**config.mk**
```make
export PLATFORM = sky130hd
export DESIGN_NAME = imm_extend_arbiter
export DESIGN_NICKNAME = d
export VERILOG_FILES = /design/src/rtl/imm_ext_pkg.sv /design/src/rtl/imm_extend_unit.sv /design/src/rtl/imm_extend_arbiter.sv
export SDC_FILE = /design/constraint.sdc
export NUM_CORES = 1
export LEC_CHECK = 0
export CAP_MARGIN = 25
export CORE_MARGIN = 4
export CORE_UTILIZATION = 36
export DETAILED_ROUTE_END_ITERATION = 10
export PLACE_DENSITY_LB_ADDON = 0.08
export SLEW_MARGIN = 15
export SYNTH_ARGS = -nofsm -noshare
export SYNTH_HDL_FRONTEND = slang
export SYNTH_SLANG_ARGS = --single-unit
```
**constraint.sdc**
```tcl
create_clock -name clk -period 1.7 [get_ports clk]
set_input_delay 0.425 -clock clk [delete_from_list [all_inputs] [get_ports clk]]
set_output_delay 0.425 -clock clk [all_outputs]
set_load 0.1 [all_outputs]
```
**src/rtl/imm_ext_pkg.sv**
```systemverilog
// Shared types, widths and the immediate-extension function.
//   ext_mode_t : immediate extension mode
//   IMM_W      : immediate width
//   DATA_W     : extended result width
//   ext_imm()  : extends one immediate according to a mode
package imm_ext_pkg;

    localparam int unsigned IMM_W  = 16;
    localparam int unsigned DATA_W = 32;

    typedef enum logic [1:0] {
        EXT_SIGN   = 2'b00,
        EXT_ZERO   = 2'b01,
        EXT_UPPER  = 2'b10,
        EXT_BRANCH = 2'b11
    } ext_mode_t;

    // Branch mode is a sign-extended word offset; bits above DATA_W are lost.
    function automatic logic [DATA_W-1:0] ext_imm(input logic [IMM_W-1:0] imm,
                                                  input ext_mode_t        mode);
        logic [DATA_W-1:0] sx;
        sx = {{(DATA_W-IMM_W){imm[IMM_W-1]}}, imm};
        case (mode)
            EXT_SIGN:   ext_imm = sx;
            EXT_ZERO:   ext_imm = {{(DATA_W-IMM_W){1'b0}}, imm};
            EXT_UPPER:  ext_imm = {imm, {(DATA_W-IMM_W){1'b0}}};
            EXT_BRANCH: ext_imm = {sx[DATA_W-3:0], 2'b00};
            default:    ext_imm = sx;
        endcase
    endfunction

endpackage

```
**src/rtl/imm_extend_unit.sv**
```systemverilog
// Combinational immediate extender.
//   imm  : IMM_W-bit immediate
//   mode : extension mode
//   data : DATA_W-bit extended result
module imm_extend_unit
    import imm_ext_pkg::*;
(
    input  logic [IMM_W-1:0]  imm,
    input  ext_mode_t         mode,
    output logic [DATA_W-1:0] data
);

    assign data = ext_imm(imm, mode);

endmodule

```
**src/rtl/imm_extend_arbiter.sv**
```systemverilog
// Two-requester round-robin arbiter in front of one shared immediate extender,
// with a one-deep registered response slot under valid/ready backpressure.
//   clk, reset  : clock, synchronous active-high reset
//   req_valid   : per-requester request pending
//   req_ready   : per-requester accept this cycle (combinational)
//   req_imm     : per-requester immediate
//   req_mode    : per-requester extension mode
//   rsp_valid   : response slot occupied
//   rsp_ready   : consumer takes the response
//   rsp_id      : requester that produced the response
//   rsp_data    : extended immediate
//   grant_count : accepted requests, wraps modulo 2^16
module imm_extend_arbiter #(
    parameter int unsigned NREQ   = 2,
    parameter int unsigned IMM_W  = imm_ext_pkg::IMM_W,
    parameter int unsigned DATA_W = imm_ext_pkg::DATA_W
) (
    input  logic                        clk,
    input  logic                        reset,
    input  logic [NREQ-1:0]             req_valid,
    output logic [NREQ-1:0]             req_ready,
    input  logic [NREQ-1:0][IMM_W-1:0]  req_imm,
    input  logic [NREQ-1:0][1:0]        req_mode,
    output logic                        rsp_valid,
    input  logic                        rsp_ready,
    output logic                        rsp_id,
    output logic [DATA_W-1:0]           rsp_data,
    output logic [15:0]                 grant_count
);

    import imm_ext_pkg::ext_mode_t;

    logic              r_last_grant;
    logic              w_free;
    logic              w_win;
    logic              w_accept;
    logic [DATA_W-1:0] w_ext_data;

    // Slot can take a new result when empty or being drained this cycle.
    assign w_free = !rsp_valid || rsp_ready;

    // Requester 1 wins when it is alone, or on a tie when 0 was granted last.
    assign w_win    = req_valid[1] && (!req_valid[0] || !r_last_grant);
    assign w_accept = w_free && (|req_valid);

    assign req_ready[0] = w_free && req_valid[0] && !w_win;
    assign req_ready[1] = w_free && w_win;

    imm_extend_unit u_ext (
        .imm  (req_imm[w_win]),
        .mode (ext_mode_t'(req_mode[w_win])),
        .data (w_ext_data)
    );

    // Response slot, round-robin pointer and grant counter.
    always_ff @(posedge clk) begin
        if (reset) begin
            rsp_valid    <= 1'b0;
            rsp_data     <= '0;
            rsp_id       <= 1'b0;
            grant_count  <= 16'h0000;
            r_last_grant <= 1'b1;
        end else if (w_accept) begin
            rsp_valid    <= 1'b1;
            rsp_data     <= w_ext_data;
            rsp_id       <= w_win;
            grant_count  <= grant_count + 16'd1;
            r_last_grant <= w_win;
        end else if (rsp_ready) begin
            rsp_valid    <= 1'b0;
        end
    end

endmodule
```
==> impl_metrics.xml, run 1 <==
<?xml version="1.0" encoding="UTF-8"?>
<metrics>
  <group name="sta">
    <metric name="timing.slew.headroom" unit="">0.6324</metric>
    <metric name="post-route-period-util" unit="">1.007</metric>
    <metric name="rsz0062_at_grt" unit="">yes</metric>
    <metric name="max_slew.worst_pin.slew" unit="ps">545.6</metric>
    <metric name="setup-tns-final" unit="ps">-11.29</metric>
    <metric name="timing.final.hold_violations" unit="">0</metric>
    <metric name="finalSetupViolations" unit="">1</metric>
    <metric name="final.min_clock_period" unit="ps">1711</metric>
    <metric name="max_clock_freq" unit="MHz">584.4</metric>
    <metric name="fin_ws" unit="ps">-11.29</metric>
    <metric name="whs" unit="ps">396.2</metric>
    <metric name="finalMaxSlewViolations" unit="">0</metric>
    <metric name="worst_clock_skew" unit="ps">7.436</metric>
  </group>
  <group name="routing">
    <metric name="routed_wire_length_per_instance" unit="µm">16.12</metric>
    <metric name="highest_layer" unit="">met4</metric>
    <metric name="amount_of_wire_on_met3_after_detailed_routing" unit="µm">465</metric>
    <metric name="detailedRoute.firstPassIterationCount" unit="">4</metric>
    <metric name="wl_met2" unit="mm">4.170</metric>
    <metric name="antenna_violating_nets_post_route" unit="">0</metric>
    <metric name="detailroute.via_count" unit="">2661</metric>
    <metric name="wl_met1" unit="mm">3.540</metric>
    <metric name="detailedRoute.firstIterationViolations" unit="">108</metric>
    <metric name="finalWirelength" unit="mm">8.303</metric>
    <metric name="vias_per_cell" unit="">5.167</metric>
    <metric name="drc_errors" unit="">0</metric>
  </group>
  <group name="cts">
    <metric name="clk-insertion-delay-late" unit="ps">300</metric>
    <metric name="cts.hold.buffers_added" unit="">0</metric>
    <metric name="clock_tree.root_cell" unit="">sky130_fd_sc_hd__clkbuf_8</metric>
    <metric name="tritoncts" unit="">yes</metric>
    <metric name="numCtsBuffers" unit="">5</metric>
    <metric name="htreeDepth" unit="">2</metric>
    <metric name="clk_pin_slew_worst_paths" unit="ps">90</metric>
    <metric name="ctsLongestPathBuffers" unit="">2</metric>
    <metric name="cts.sink_count" unit="">51</metric>
  </group>
  <group name="die">
    <metric name="design.die.area" unit="µm²">8246</metric>
    <metric name="die-width" unit="µm">90.81</metric>
    <metric name="io_pins" unit="">93</metric>
    <metric name="fp.coreArea" unit="µm²">6495</metric>
    <metric name="initial_utilization" unit="">0.3801</metric>
    <metric name="dieHeight" unit="µm">90.81</metric>
    <metric name="std_cell_rows" unit="">29</metric>
  </group>
  <group name="setup_path">
    <metric name="worst_r2r_path_depth" unit="">6</metric>
    <metric name="critical_path_class" unit="">flip-flop to primary output</metric>
    <metric name="critical_path_required" unit="ps">1270</metric>
    <metric name="timing.critical_path.slowest_stage_cell" unit="">sky130_fd_sc_hd__dfxtp_2</metric>
    <metric name="endpoint_class_of_the_critical_path" unit="">primary output</metric>
    <metric name="timing.critical_path.mode_cell" unit="">sky130_fd_sc_hd__buf_12</metric>
    <metric name="arrival" unit="ps">1290</metric>
    <metric name="critPathMaxFanout" unit="">6</metric>
    <metric name="critical-path-max-stage-delay" unit="ps">370</metric>
    <metric name="startpoint_kind_of_the_worst_setup_timing_path" unit="">flip-flop</metric>
    <metric name="crit_chain" unit="">a21boi_4 &gt; buf_12 &gt; buf_6 &gt; nor2_4 &gt; buf_12</metric>
  </group>
  <group name="place">
    <metric name="total_placed_cells_including_tap_cells" unit="">492</metric>
    <metric name="port_buffers" unit="">92</metric>
    <metric name="place.gp.congestion" unit="">0.9077</metric>
    <metric name="place_hpwl" unit="mm">5.682</metric>
  </group>
  <group name="finish">
    <metric name="finish.net_count" unit="">479</metric>
    <metric name="final_cells" unit="">515</metric>
    <metric name="final_common_cell" unit="">sky130_fd_sc_hd__buf_12</metric>
    <metric name="area_delta_synth_final" unit="%">97.47</metric>
    <metric name="layout_common_cells" unit="">sky130_fd_sc_hd__buf_12 (59), sky130_fd_sc_hd__buf_4 (40), sky130_fd_sc_hd__nor2_1 (37)</metric>
    <metric name="num_antenna_cells" unit="">0</metric>
    <metric name="final_layout_size_suffix_gt1_frac" unit="">0.4247</metric>
    <metric name="layout.core_utilization" unit="">0.7505</metric>
  </group>
  <group name="run_status">
    <metric name="violations_in_the_final_reports" unit="">setup timing</metric>
    <metric name="status" unit="">finished, violations left</metric>
  </group>
  <group name="global_routing">
    <metric name="first_global_vias" unit="">2545</metric>
    <metric name="globalRouteTotalUtil" unit="">0.1881</metric>
    <metric name="antenna_found_initial" unit="">0</metric>
    <metric name="grt_pass1_wl" unit="mm">12.61</metric>
    <metric name="grt_max_degree" unit="">30</metric>
    <metric name="grt_overflow_total" unit="">0</metric>
  </group>
  <group name="logic_synthesis">
    <metric name="synth_xor_xnor_area_share" unit="">0.05322</metric>
    <metric name="ys_types" unit="">43</metric>
    <metric name="netlist.top_cell.by_area" unit="">sky130_fd_sc_hd__dfxtp_1</metric>
    <metric name="netlist_instances" unit="">303</metric>
    <metric name="ys_async_sr_fraction" unit="">0</metric>
    <metric name="synth_area_leaders" unit="">sky130_fd_sc_hd__dfxtp_1 (41%), sky130_fd_sc_hd__mux2i_1 (6.5%), sky130_fd_sc_hd__nor2_1 (6.1%), sky130_fd_sc_hd__a21oi_1 (5.9%), sky130_fd_sc_hd__nand2_1 (5.8%)</metric>
    <metric name="post-synth-top-area-fraction" unit="">0.4136</metric>
    <metric name="portion_of_netlist_area_occupied_by_mux_cells" unit="">0.08109</metric>
    <metric name="dominant_combinational_cell_family_by_area_after_synthesis" unit="">simple AND/OR/NAND/NOR gates</metric>
    <metric name="synthAdderAreaFrac" unit="">0.005068</metric>
    <metric name="mappedNetlistNets" unit="">345</metric>
    <metric name="synthSimpleGateAreaFrac" unit="">0.2296</metric>
    <metric name="cell_area_after_technology_mapping" unit="µm²">2469</metric>
    <metric name="number_of_flip_flops_and_latches_in_the_synthesized_netlist" unit="">51</metric>
    <metric name="synth_area_in_compound_gates" unit="">0.1450</metric>
    <metric name="synth_edf_count" unit="">0</metric>
    <metric name="top_ff_cell_synth" unit="">sky130_fd_sc_hd__dfxtp_1</metric>
    <metric name="ys_seq_area_frac" unit="">0.4136</metric>
    <metric name="postSynthAreaPerCell" unit="µm²">8.147</metric>
    <metric name="synthesis.yosys.warnings" unit="">0</metric>
  </group>
  <group name="min_path">
    <metric name="hold_path_depth" unit="">2</metric>
    <metric name="hold_class" unit="">input pin to flip-flop</metric>
  </group>
  <group name="power_and_ir_drop">
    <metric name="power.static_leakage" unit="µW">0.001995</metric>
    <metric name="worst_ir_drop_vdd" unit="mV">0.5360</metric>
    <metric name="power.total" unit="µW">4003</metric>
    <metric name="power_density_relative_to_cell_area" unit="nW/µm²">821.2</metric>
  </group>
  <group name="flow_run">
    <metric name="max_cap_violations" unit="">0</metric>
  </group>
</metrics>
-- path summary, 6_finish.rpt --
| check | start | endpoint | slack (ps) |
|---|---|---|---|
| setup / recovery | r_last_grant | req_ready[0] | -10 |
| hold / removal | reset | rsp_data[31] | 400 |
| setup reg to reg | r_last_grant | rsp_data[3] | 10 |
| hold reg to reg | rsp_data[2] | rsp_data[2] | 490 |
-- flip-flops by register name, summed over array words and instances, names as in the netlist --
register      count
rsp_data         32
grant_count      16
r_last_grant      1
rsp_id            1
rsp_valid         1
-- routing by layer --
| metal | vias to the layer above | track usage |
|---|---|---|
| met3 | 12 | 0.03917 |
| li1 | 1309 | - |
| met5 | - | 0 |
| met1 | 1251 | 0.2445 |
| met2 | 89 | 0.3095 |
| met4 | 0 | 0.06407 |
-- synth_stat cells (6+ instances only) --
cell type / n
sky130_fd_sc_hd__dfxtp_1: 51
sky130_fd_sc_hd__nor2_1: 40
sky130_fd_sc_hd__nand2_1: 38
sky130_fd_sc_hd__a21oi_1: 29
sky130_fd_sc_hd__mux2i_1: 16
sky130_fd_sc_hd__inv_1: 15
sky130_fd_sc_hd__nor3_1: 14
sky130_fd_sc_hd__xor2_1: 11
sky130_fd_sc_hd__nand3_1: 10
sky130_fd_sc_hd__o22ai_1: 10
sky130_fd_sc_hd__buf_2: 7
sky130_fd_sc_hd__clkbuf_1: 7
sky130_fd_sc_hd__nand2b_1: 6
-- critical path: cells and delay by family, from the launching register on --
family | cells | cell delay (ps)
compound gates | 1 | 70
buf+inv | 3 | 430
flops | 1 | 370
simple gates | 1 | 110
-- power by group --
group | switching [µW] | leakage [µW] | internal, µW | total (µW)
logic | 1050 | 0.00152 | 748 | 1790
registers | 97.7 | 0.000427 | 1270 | 1370
clock network | 399 | 0.0000514 | 439 | 838
-- cell type report --
type / instances / area (µm²)
Clock inverter: 2 / 37.54
Multi-Input combinational cell: 217 / 1580
Tap cell: 77 / 96.34
Fill cell: 412 / 1620
Timing Repair Buffer: 147 / 1974
Inverter: 15 / 56.30
Clock buffer: 6 / 72.57
Sequential cell: 51 / 1057
-- logic make-up after synthesis --
group	count (synthesis)
flops	51
simple gates	124
xor+xnor	15
fa+ha+maj	1
buf+inv	35
mux	19
compound gates	58
-- stage by stage --
step / instance area [µm²] / setup WS (ps)
floorplan: 2547 / -95.06
global placement: 4288 / -555.1
detailed placement: 4288 / -667.9
CTS: 4534 / -52.84
global route: 4875 / -112.5
finish: 4875 / -11.29
-- timing repair --
item / CTS / global route
cloned: 0 / 1
resized for setup: 18 / 60
setup endpoints to repair: 48 / 33
pin swaps: 5 / 30
buffers inserted: 10 / 4
(Power assumes the default switching activity.)
==> run 2, diff against run 1 <==
PLACE_DENSITY = 0.7   (was unset)
PLACE_DENSITY_LB_ADDON = unset   (was 0.08)
==> run 2 against run 1 <==
Net effect: the run now ends clean; register-to-register slack better by 40 ps; combinational power is 9% lower; non-clock buffer count is 9 lower; utilization is 5.7 points lower; die area stayed put; global-route usage is 0.10 points higher; hold slack worse by 20 ps.
==> impl_metrics.xml, run 2 (synthesis results as in run 1) <==
<?xml version="1.0" encoding="UTF-8"?>
<metrics>
  <group name="sta">
    <metric name="whs" unit="ps">376.0</metric>
    <metric name="timing.slew.headroom" unit="">0.7566</metric>
    <metric name="max_clock_freq" unit="MHz">591.3</metric>
    <metric name="max_slew.worst_pin.slew" unit="ps">356.0</metric>
    <metric name="final.min_clock_period" unit="ps">1691</metric>
    <metric name="finalMaxSlewViolations" unit="">0</metric>
    <metric name="finalSetupViolations" unit="">0</metric>
    <metric name="rsz0062_at_grt" unit="">yes</metric>
    <metric name="timing.final.hold_violations" unit="">0</metric>
    <metric name="worst_clock_skew" unit="ps">4.370</metric>
    <metric name="post-route-period-util" unit="">0.9949</metric>
  </group>
  <group name="setup_path">
    <metric name="startpoint_kind_of_the_worst_setup_timing_path" unit="">input pin</metric>
    <metric name="critical-path-max-stage-delay" unit="ps">200</metric>
    <metric name="crit_chain" unit="">clkdlybuf4s15_2 &gt; a21boi_4 &gt; buf_6 &gt; nor2_4 &gt; buf_12</metric>
    <metric name="crit_buf_inv" unit="">3</metric>
    <metric name="critPathMaxFanout" unit="">10</metric>
    <metric name="arrival" unit="ps">1270</metric>
    <metric name="endpoint_class_of_the_critical_path" unit="">primary output</metric>
    <metric name="critical_path_required" unit="ps">1270</metric>
    <metric name="cpLargestDelayFamily" unit="">buffers and inverters</metric>
    <metric name="critical_path_class" unit="">input pin to primary output</metric>
    <metric name="timing.critical_path.slowest_stage_cell" unit="">sky130_fd_sc_hd__clkdlybuf4s15_2</metric>
  </group>
  <group name="place">
    <metric name="port_buffers" unit="">92</metric>
    <metric name="placedInstanceArea" unit="µm²">4278</metric>
    <metric name="place_hpwl" unit="mm">5.802</metric>
    <metric name="place.gp.congestion" unit="">0.8896</metric>
  </group>
  <group name="cts">
    <metric name="htreeDepth" unit="">2</metric>
    <metric name="clk_pin_slew_worst_paths" unit="ps">90</metric>
    <metric name="clk-insertion-delay-late" unit="ps">300</metric>
    <metric name="tritoncts" unit="">yes</metric>
    <metric name="cts.sink_count" unit="">51</metric>
    <metric name="clock_tree.root_cell" unit="">sky130_fd_sc_hd__clkbuf_8</metric>
    <metric name="ctsLongestPathBuffers" unit="">2</metric>
    <metric name="cts.hold.buffers_added" unit="">0</metric>
    <metric name="numCtsBuffers" unit="">5</metric>
  </group>
  <group name="finish">
    <metric name="largest_register_ffs" unit="">32</metric>
    <metric name="layout_top_registers" unit="">rsp_data x32, grant_count x16</metric>
    <metric name="layout_common_cells" unit="">sky130_fd_sc_hd__buf_12 (57), sky130_fd_sc_hd__nand2_1 (38), sky130_fd_sc_hd__nor2_1 (37), sky130_fd_sc_hd__buf_4 (37), sky130_fd_sc_hd__dfxtp_1 (36)</metric>
    <metric name="final_common_cell" unit="">sky130_fd_sc_hd__buf_12</metric>
    <metric name="layout.core_utilization" unit="">0.6937</metric>
    <metric name="final_cell_area" unit="µm²">4506</metric>
    <metric name="largest_register" unit="">rsp_data</metric>
    <metric name="finish.net_count" unit="">470</metric>
    <metric name="area_delta_synth_final" unit="%">82.51</metric>
    <metric name="num_antenna_cells" unit="">0</metric>
    <metric name="final_layout_size_suffix_gt1_frac" unit="">0.3333</metric>
  </group>
  <group name="die">
    <metric name="design.die.area" unit="µm²">8246</metric>
    <metric name="fp.coreArea" unit="µm²">6495</metric>
    <metric name="die-width" unit="µm">90.81</metric>
    <metric name="initial_utilization" unit="">0.3801</metric>
    <metric name="io_pins" unit="">93</metric>
    <metric name="std_cell_rows" unit="">29</metric>
    <metric name="dieHeight" unit="µm">90.81</metric>
  </group>
  <group name="flow_run">
    <metric name="max_cap_violations" unit="">0</metric>
  </group>
  <group name="routing">
    <metric name="finalWirelength" unit="mm">7.725</metric>
    <metric name="detailedRoute.firstIterationViolations" unit="">131</metric>
    <metric name="routed_wire_length_per_instance" unit="µm">15.27</metric>
    <metric name="antenna_violating_nets_post_route" unit="">0</metric>
    <metric name="detailroute.via_count" unit="">2618</metric>
    <metric name="detailedRoute.firstPassIterationCount" unit="">6</metric>
    <metric name="vias_per_cell" unit="">5.174</metric>
    <metric name="drc_errors" unit="">0</metric>
  </group>
  <group name="power_and_ir_drop">
    <metric name="worst_ir_drop_vdd" unit="mV">0.4515</metric>
    <metric name="power_density_relative_to_cell_area" unit="nW/µm²">817.0</metric>
    <metric name="power.static_leakage" unit="µW">0.001892</metric>
  </group>
  <group name="global_routing">
    <metric name="met2_track_demand_over_resource" unit="">0.3237</metric>
    <metric name="use_met1" unit="">0.2183</metric>
    <metric name="grt_max_degree" unit="">50</metric>
    <metric name="antenna_found_initial" unit="">0</metric>
    <metric name="grtUsageMet3" unit="">0.07083</metric>
    <metric name="grt_pass1_wl" unit="mm">12.65</metric>
    <metric name="first_global_vias" unit="">2590</metric>
    <metric name="most_utilized_layer_in_the_global_route_result" unit="">met2</metric>
    <metric name="grt_overflow_total" unit="">0</metric>
    <metric name="globalRouteTotalUtil" unit="">0.1891</metric>
  </group>
  <group name="run_status">
    <metric name="status" unit="">completed</metric>
  </group>
  <group name="min_path">
    <metric name="hold_class" unit="">input pin to flip-flop</metric>
  </group>
</metrics>
[run 2: changes by cell type in the layout (fill, tap and decap cells not counted), sizes merged]
cell | previous run | this run
bufinv | 1 | 0
buf | 109 | 100
clkinv | 0 | 2
clkinvlp | 1 | 0
[run 2: per-stage QoR]
stage / total power, µW / instances / setup TNS (ps) / setup slack [ps]
2_1_floorplan: 2301 / 303 / -95.06 / -95.06
3_3_place_gp: 2943 / 489 / -19470 / -525.0
3_5_place_dp: 2958 / 489 / -20600 / -510.8
4_1_cts: 3671 / 504 / 0 / 2.180
5_1_grt: 3840 / 506 / -339.9 / -54.46
6_report: 3681 / 506 / 0 / 8.713
[run 2: metal layers]
metal | share of wire | vias up
li1 | - | 1292
met2 | 0.49 | 110
met3 | 0.085 | 12
met1 | 0.40 | 1204
met5 | 0 | -
met4 | 0.020 | 0
[run 2: final cells by class]
cell class                      instances  area, µm²
Clock buffer                            6      72.57
Clock inverter                          2      12.51
Fill cell                             501       1989
Inverter                               15      56.30
Multi-Input combinational cell        217       1356
Sequential cell                        51       1057
Tap cell                               77      96.34
Timing Repair Buffer                  138       1854
[run 2: timing repair]
action                                  CTS  global route
pin swaps                                 3             3
resized for setup                        16            12
endpoints found under the setup margin   46            33
buffers inserted                          7             2
hold endpoints to repair                  0             0
gates cloned                              0             0
[run 2: path summary, 6_finish.rpt]
path	startpoint	to	slack [ps]	cells past startpoint
worst max register to register	r_last_grant	rsp_data[13]	50	7
worst min register to register	rsp_data[12]	rsp_data[12]	500	2
worst min-delay path	reset	rsp_data[31]	380	2
worst max-delay path	req_valid[1]	req_ready[0]	9	5
[run 2: power by group]
part	internal, µW	switching [µW]	total, µW
logic	653	967	1620
clock network	289	401	691
registers	1270	97.4	1370
total	2220	1470	3680
